<file path="src/rtl/bus_dbg_master_if.sv">
// Debug bus master interface bundle.
// Groups the UART byte stream (rx in, tx out with valid/ready), the
// single-beat peripheral register bus (we/addr/data) and the busy flag.
//   master modport : the bus_dbg_master view (drives tx, bus and busy)
//   slave  modport : the surrounding system view (UART rx/tx ends and the
//                    peripheral slave that returns data_i)
interface bus_dbg_master_if;
   logic [7:0]  rx_data_i;
   logic        rx_valid_i;
   logic [7:0]  tx_data_o;
   logic        tx_valid_o;
   logic        tx_ready_i;
   logic        we_o;
   logic [31:0] addr_o;
   logic [31:0] data_o;
   logic [31:0] data_i;
   logic        busy_o;

   modport master (
      input  rx_data_i, rx_valid_i, tx_ready_i, data_i,
      output tx_data_o, tx_valid_o, we_o, addr_o, data_o, busy_o
   );

   modport slave (
      output rx_data_i, rx_valid_i, tx_ready_i, data_i,
      input  tx_data_o, tx_valid_o, we_o, addr_o, data_o, busy_o
   );
endinterface

</file>
<file path="src/rtl/bus_dbg_master.sv">
// Debug bus initiator.
// Decodes 'W' (0x57) + addr[4] + data[4] and 'R' (0x52) + addr[4] frames
// arriving from the UART receiver and issues one single-beat transaction
// on the peripheral register bus. Writes reply 'K' (0x4B), reads reply the
// four bytes of read data MSB first, unknown command bytes reply '?' (0x3F).
// A frame stalled mid-way for TIMEOUT cycles is silently dropped.
// Ports:
//   clk   : system clock
//   rst_n : asynchronous active-low reset
//   bus   : bus_dbg_master_if.master (rx stream, tx stream with ready,
//           we/addr/data bus, read data in, busy flag)
// Parameters:
//   READ_LAT : cycles from addr_o stable to data_i sampled (0..7)
//   TIMEOUT  : idle cycles inside a frame before it is dropped
//   TO_W     : width of the inter-byte timeout counter
module bus_dbg_master #(
   parameter int READ_LAT = 1,
   parameter int TIMEOUT  = 500000,
   parameter int TO_W     = 20
) (
   input logic clk,
   input logic rst_n,
   bus_dbg_master_if.master bus
);

   localparam logic [7:0]      CMD_WR  = 8'h57;
   localparam logic [7:0]      CMD_RD  = 8'h52;
   localparam logic [7:0]      RPL_OK  = 8'h4B;
   localparam logic [7:0]      RPL_ERR = 8'h3F;
   localparam logic [TO_W-1:0] TO_LAST = TO_W'(TIMEOUT - 1);
   localparam logic [2:0]      LAT     = 3'(READ_LAT);

   typedef enum logic [2:0] {IDLE, ADDR, DATA, WR, RD_WAIT, TX} state_t;

   state_t            state;
   state_t            state_next;
   logic              is_write;
   logic [1:0]        byte_cnt;
   logic [31:0]       addr_sr;
   logic [23:0]       data_sr;
   logic [31:0]       addr_q;
   logic [31:0]       data_q;
   logic [31:0]       reply_q;
   logic [2:0]        tx_left;
   logic [2:0]        lat_cnt;
   logic [TO_W-1:0]   to_cnt;
   logic              in_frame;
   logic              timeout_hit;
   logic              last_byte;
   logic              tx_take;

   // A frame times out only while collecting address/data bytes; an arriving
   // byte on the expiry cycle keeps the frame alive.
   assign in_frame    = (state == ADDR) || (state == DATA);
   assign timeout_hit = in_frame && !bus.rx_valid_i && (to_cnt == TO_LAST);
   assign last_byte   = bus.rx_valid_i && (byte_cnt == 2'd3);
   assign tx_take     = (state == TX) && bus.tx_ready_i;

   // State register.
   always_ff @(posedge clk or negedge rst_n) begin
      if (!rst_n) begin
         state <= IDLE;
      end else begin
         state <= state_next;
      end
   end

   // Next-state decode. Bytes arriving in WR, RD_WAIT or TX are ignored.
   always_comb begin
      state_next = state;
      case (state)
         IDLE: begin
            if (bus.rx_valid_i) begin
               if (bus.rx_data_i == CMD_WR || bus.rx_data_i == CMD_RD) begin
                  state_next = ADDR;
               end else begin
                  state_next = TX;
               end
            end
         end
         ADDR: begin
            if (last_byte) begin
               state_next = is_write ? DATA : RD_WAIT;
            end else if (timeout_hit) begin
               state_next = IDLE;
            end
         end
         DATA: begin
            if (last_byte) begin
               state_next = WR;
            end else if (timeout_hit) begin
               state_next = IDLE;
            end
         end
         WR: begin
            state_next = TX;
         end
         RD_WAIT: begin
            if (lat_cnt == LAT) begin
               state_next = TX;
            end
         end
         TX: begin
            if (tx_take && tx_left == 3'd1) begin
               state_next = IDLE;
            end
         end
         default: begin
            state_next = IDLE;
         end
      endcase
   end

   // Datapath: byte assembly, bus address/data registers, read capture and
   // the reply shift register. The reply byte on the wire is always the top
   // byte of reply_q, so it stays stable until the transmitter takes it.
   always_ff @(posedge clk or negedge rst_n) begin
      if (!rst_n) begin
         is_write <= 1'b0;
         byte_cnt <= 2'd0;
         addr_sr  <= 32'd0;
         data_sr  <= 24'd0;
         addr_q   <= 32'd0;
         data_q   <= 32'd0;
         reply_q  <= 32'd0;
         tx_left  <= 3'd0;
         lat_cnt  <= 3'd0;
         to_cnt   <= '0;
      end else begin
         if (in_frame && !bus.rx_valid_i && !timeout_hit) begin
            to_cnt <= to_cnt + 1'b1;
         end else begin
            to_cnt <= '0;
         end

         case (state)
            IDLE: begin
               if (bus.rx_valid_i) begin
                  is_write <= (bus.rx_data_i == CMD_WR);
                  byte_cnt <= 2'd0;
                  if (bus.rx_data_i != CMD_WR && bus.rx_data_i != CMD_RD) begin
                     reply_q <= {RPL_ERR, 24'd0};
                     tx_left <= 3'd1;
                  end
               end
            end
            ADDR: begin
               if (bus.rx_valid_i) begin
                  addr_sr  <= {addr_sr[23:0], bus.rx_data_i};
                  byte_cnt <= byte_cnt + 2'd1;
                  if (last_byte && !is_write) begin
                     addr_q  <= {addr_sr[23:0], bus.rx_data_i};
                     lat_cnt <= 3'd0;
                  end
               end
            end
            DATA: begin
               if (bus.rx_valid_i) begin
                  data_sr  <= {data_sr[15:0], bus.rx_data_i};
                  byte_cnt <= byte_cnt + 2'd1;
                  if (last_byte) begin
                     addr_q <= addr_sr;
                     data_q <= {data_sr, bus.rx_data_i};
                  end
               end
            end
            WR: begin
               reply_q <= {RPL_OK, 24'd0};
               tx_left <= 3'd1;
            end
            RD_WAIT: begin
               if (lat_cnt == LAT) begin
                  reply_q <= bus.data_i;
                  tx_left <= 3'd4;
               end else begin
                  lat_cnt <= lat_cnt + 3'd1;
               end
            end
            TX: begin
               if (bus.tx_ready_i) begin
                  reply_q <= {reply_q[23:0], 8'h00};
                  tx_left <= tx_left - 3'd1;
               end
            end
            default: begin
            end
         endcase
      end
   end

   assign bus.we_o       = (state == WR);
   assign bus.tx_valid_o = (state == TX);
   assign bus.busy_o     = (state != IDLE);
   assign bus.tx_data_o  = reply_q[31:24];
   assign bus.addr_o     = addr_q;
   assign bus.data_o     = data_q;

endmodule

</file>
<file path="src/flat_wrapper.sv">
// flat-port wrapper written by rule: the top's interface ports become plain ports
module bus_dbg_master_flat 
#(
   parameter int READ_LAT = 1,
   parameter int TIMEOUT  = 500000,
   parameter int TO_W     = 20
)
  (clk, rst_n, bus_rx_data_i, bus_rx_valid_i, bus_tx_ready_i, bus_data_i, bus_tx_data_o, bus_tx_valid_o, bus_we_o, bus_addr_o, bus_data_o, bus_busy_o);
  bus_dbg_master_if bus_i ();
  input logic clk;
  input logic rst_n;
  input wire logic [$bits(bus_i.rx_data_i)-1:0] bus_rx_data_i;
  input wire logic [$bits(bus_i.rx_valid_i)-1:0] bus_rx_valid_i;
  input wire logic [$bits(bus_i.tx_ready_i)-1:0] bus_tx_ready_i;
  input wire logic [$bits(bus_i.data_i)-1:0] bus_data_i;
  output wire logic [$bits(bus_i.tx_data_o)-1:0] bus_tx_data_o;
  output wire logic [$bits(bus_i.tx_valid_o)-1:0] bus_tx_valid_o;
  output wire logic [$bits(bus_i.we_o)-1:0] bus_we_o;
  output wire logic [$bits(bus_i.addr_o)-1:0] bus_addr_o;
  output wire logic [$bits(bus_i.data_o)-1:0] bus_data_o;
  output wire logic [$bits(bus_i.busy_o)-1:0] bus_busy_o;
  assign bus_i.rx_data_i = bus_rx_data_i;
  assign bus_i.rx_valid_i = bus_rx_valid_i;
  assign bus_i.tx_ready_i = bus_tx_ready_i;
  assign bus_i.data_i = bus_data_i;
  assign bus_tx_data_o = bus_i.tx_data_o;
  assign bus_tx_valid_o = bus_i.tx_valid_o;
  assign bus_we_o = bus_i.we_o;
  assign bus_addr_o = bus_i.addr_o;
  assign bus_data_o = bus_i.data_o;
  assign bus_busy_o = bus_i.busy_o;
  bus_dbg_master #(.READ_LAT(READ_LAT), .TIMEOUT(TIMEOUT), .TO_W(TO_W)) u_core (.clk(clk), .rst_n(rst_n), .bus(bus_i));
endmodule
</file>
<file path="config.mk">
export PLATFORM = sky130hd
export DESIGN_NAME = bus_dbg_master_flat
export DESIGN_NICKNAME = d
export VERILOG_FILES = /design/src/rtl/bus_dbg_master_if.sv /design/src/rtl/bus_dbg_master.sv /design/src/flat_wrapper.sv
export SDC_FILE = /design/constraint.sdc
export NUM_CORES = 1
export LEC_CHECK = 0
export BUFFER_PORTS_ARGS = -buffer_cell sky130_fd_sc_hd__buf_4
export CAP_MARGIN = 20
export CORE_MARGIN = 2
export CORE_UTILIZATION = 45
export DETAILED_ROUTE_END_ITERATION = 10
export PLACE_DENSITY = 0.68
export RECOVER_POWER = 50
export SLEW_MARGIN = 10
export SYNTH_ARGS = -nofsm -noshare
export SYNTH_HDL_FRONTEND = slang
export SYNTH_SLANG_ARGS = --single-unit
</file>
<file path="constraint.sdc">
create_clock -name clk -period 1.77 [get_ports clk]
set_clock_uncertainty 0.15 [all_clocks]
set_input_delay 0.0885 -clock clk [delete_from_list [all_inputs] [get_ports clk]]
set_output_delay 0.0885 -clock clk [all_outputs]
set_load 0.02 [all_outputs]
</file>
==> impl_metrics.csv <==
group,metric,value,unit
die,fp.dieW,140.5,um
route,routed_wl,22.97,mm
clocking,cts_sinks,184,
yosys,synth_cells,678,
run,cap_violations,0,
placed_design,gp_congestion,0.8884,
timing,slew_viol_final,0,
clocking,cts_root_buffer,"clkbuf_16",
layout,multi_input_area,4000,sq um
placed_design,dp_hpwl,12.39,mm
timing,hold_viol_final,0,
layout,layout_commonest_cell,"dfrtp_1",
pwr,netSwitchingFraction,33.72,%
pwr,internal_power,10.85,mW
setup_path,worstPathArrival,2.16,ns
die,die-area,19750,sq um
global_route,antenna_found_initial,0,
global_route,track_usage,22.59,%
pwr,sequentialPowerShare,36.6,%
clocking,numCtsBuffers,17,
placed_design,io_buffers,118,
layout,final_nets,978,
setup_path,worst-path-buf-inv,2,
placed_design,pre_cts_ws,-0.2395,ns
yosys,synth_top_area_cell,"dfrtp_1",
route,drc,0,
yosys,ys_seq_elements,184,
yosys,synth_top_area_share,54.88,%
die,top_level_ports,119,
timing,clock.fmax,0.5025,GHz
setup_path,critical-path-top-delay-family,"compound AO/OA/AOI/OAI gates",
route,post_drt_wl_per_cell,19.63,um
pwr,clockPowerShare,23.0,%
layout,layout_common_cells,"181 x dfrtp_1, 173 x buf_4, 88 x mux2_4",
setup_path,rr_worst_depth,6,
status,violations,"setup timing",
yosys,synth_ff_type,"dfrtp_1",
clocking,clk_latency,0.43,ns
layout,diodes,0,
yosys,synthArstFlopShare,100.0,%
route,viasPerCell,5.432,
min_path,min_path_type,"primary input to flop",
pwr,leakagePower,6.006,nW
route,first_pass_iters,5,
setup_path,cpMaxStageDelayCell,"a211o_4",
global_route,grt_pass1_wl,35.16,mm
global_route,grt_max_degree,58,
yosys,synth-edff-count,0,
layout,seqCellArea,4608,sq um
yosys,netlist_area,8389,sq um
yosys,ys_types,55,
global_route,grt_pass1_vias,6528,
pwr,p_comb_share,40.4,%
placed_design,placedCellCount,1037,
timing,layout_min_cycle_time,1.990,ns
die,die_height,140.5,um
timing,rsz0062_at_grt,"yes",
yosys,seq_area_frac_synth,54.88,%
clocking,cts_tree,"yes",
clocking,clkTransAtPathRegs,0.07,ns
pwr,ir_drop,0.7580,mV
layout,drive_gt1_share,46.55,%
setup_path,end_kind,"flop",
setup_path,crit_path_start_kind,"flop",
pwr,netSwitchingPower,5.518,mW
timing,layout_setup_ws,-0.2201,ns
yosys,ys_top_cells_by_area,"dfrtp_1 55%, mux2_2 12%, mux2i_1 7.8%",
setup_path,cpPeakStageDelay,0.44,ns
die,core,18150,sq um
route,drt_iter0_drc,464,
clocking,clockBufferDepth,2,
min_path,holdPathStages,5,
setup_path,crit_type,"flop to flop",
global_route,overflow,0,
route,ant_nets,0,
timing,setup_viol,158,
layout,final_cell_count_no_fill,1170,
clocking,htree_levels,4,
layout,area_growth,46.49,%
yosys,avgSynthCellArea,12.37,sq um
setup_path,cp.depth,6,
setup_path,crit_fanout,8,
timing,relSlewSlack,45.85,%
die,rows,49,
timing,min_period_over_period,112.4,%
timing,worst_slew_pin_slew,0.8123,ns
route,num_vias,6355,
die,initial_core_util,46.23,%
yosys,synth_nets,728,
yosys,ys_warn_count,0,
setup_path,required,1.94,ns
setup_path,crit_chain,"buf_6 > or3b_1 > a211o_4 > clkbuf_16 > nand2_1 > o21ai_1",
status,status,"complete, but fails checks",
layout,n_fill_cell,1241,
pwr,power_density,1332,nW/um^2
==> per-stage QoR <==
step	power (mW)	setup TNS, ns	instance area, sq um	hold slack, ns	utilization (%)
after floorplan	9.287	-7.516	8451	-0.3571	-
after global placement	10.71	-10.97	9903	-0.05292	54.57
after detailed placement	10.96	-14.71	9903	-0.04805	54.57
after CTS	15.81	-15.00	11920	0.005737	65.66
after global routing	17.15	-30.16	12290	0.07222	67.72
final	16.36	-24.71	12290	0.06392	67.72
==> per-layer routing <==
layer,up-vias,track usage [%],routed length [um]
li1,2880,-,-
met1,3271,30.43,10060
met2,169,37.77,11620
met3,35,4.171,839
met4,0,6.316,452
met5,-,0,0
==> final timing paths <==
kind | start | slack [ns] | to
worst max-delay path | u_core.state[0] | -0.22 | u_core.bus.addr_o[3]
worst min-delay path | bus_rx_data_i[7] | 0.06 | u_core.state[2]
worst max register to register | u_core.state[0] | -0.22 | u_core.bus.addr_o[3]
worst min register to register | u_core.lat_cnt[2] | 0.33 | u_core.lat_cnt[2]
max in group asynchronous | rst_n | 0.23 | u_core.state[2]
min in group asynchronous | rst_n | 0.16 | u_core.to_cnt[0]
==> logic make-up (layout without fill, tap and decap cells) <==
group                      after synthesis  after routing  share of synthesized area [%]
and+or+nand+nor                        160            161                          9.784
muxes                                  177            177                          23.68
buffers and inverters                   62            324                          3.982
AOI/OAI and AO/OA                       75             75                          5.310
DFF                                    184            184                          54.88
adders and majority gates                6              6                         0.8948
xor gates and xnor gates                14             14                          1.462
==> power by group through the flow <==
stage                     Sequential (mW)  Clock [mW]  Combinational (mW)
final                                5.99        3.76                6.61
after global routing                 6.09        4.02                7.04
after CTS                            5.92        3.82                6.08
after detailed placement             6.00           0                4.96
after global placement               5.92           0                4.79
after floorplan                      6.02           0                3.27
==> synth_stat cells (all sizes together) (6+ instances only) <==
master / instances
xor2: 11
mux2i: 65
mux2: 112
and3: 6
nor2b: 6
nor2: 37
nand4: 11
ha: 6
nand3: 9
o21ai: 43
nand2: 60
nand2b: 6
dfrtp: 184
buf: 45
a21oi: 11
inv: 14
==> worst reg2reg max path, stage by stage, from the launching register on <==
cell and delay [ns]:
dfrtp_2 0.40, buf_6 0.16, or3b_1 0.38, a211o_4 0.44, clkbuf_16 0.21, nand2_1 0.07, o21ai_1 0.07
==> layout make-up <==
cell class | instances | area share [%]
sequential | 184 | 37.50
clock buffer | 18 | 3.574
timing repair buffer | 278 | 22.34
clock inverter | 14 | 1.283
tap | 229 | 2.331
inverter | 14 | 0.4276
multi-input combinational | 433 | 32.55
==> what timing repair did <==
| item | CTS | global route |
|---|---|---|
| pin swaps | 11 | 23 |
| endpoints found under the setup margin | 170 | 182 |
| hold buffers | 43 | 0 |
| gates resized for setup | 116 | 90 |
| hold endpoints to repair | 252 | 0 |
| gates cloned | 14 | 7 |
| setup buffers | 25 | 22 |
==> state kept, by name, summed over array words and instances (netlist names) <==
| name | cells |
|---|---|
| u_core.to_cnt | 20 |
| u_core.reply_q | 32 |
| u_core.bus.addr_o | 32 |
| u_core.bus.data_o | 32 |
| u_core.data_sr | 24 |
| u_core.state | 3 |
| u_core.tx_left | 3 |
| u_core.is_write | 1 |
| u_core.byte_cnt | 2 |
| u_core.lat_cnt | 3 |
| u_core.addr_sr | 32 |
Note: power is estimated with default switching activity, not from simulation.
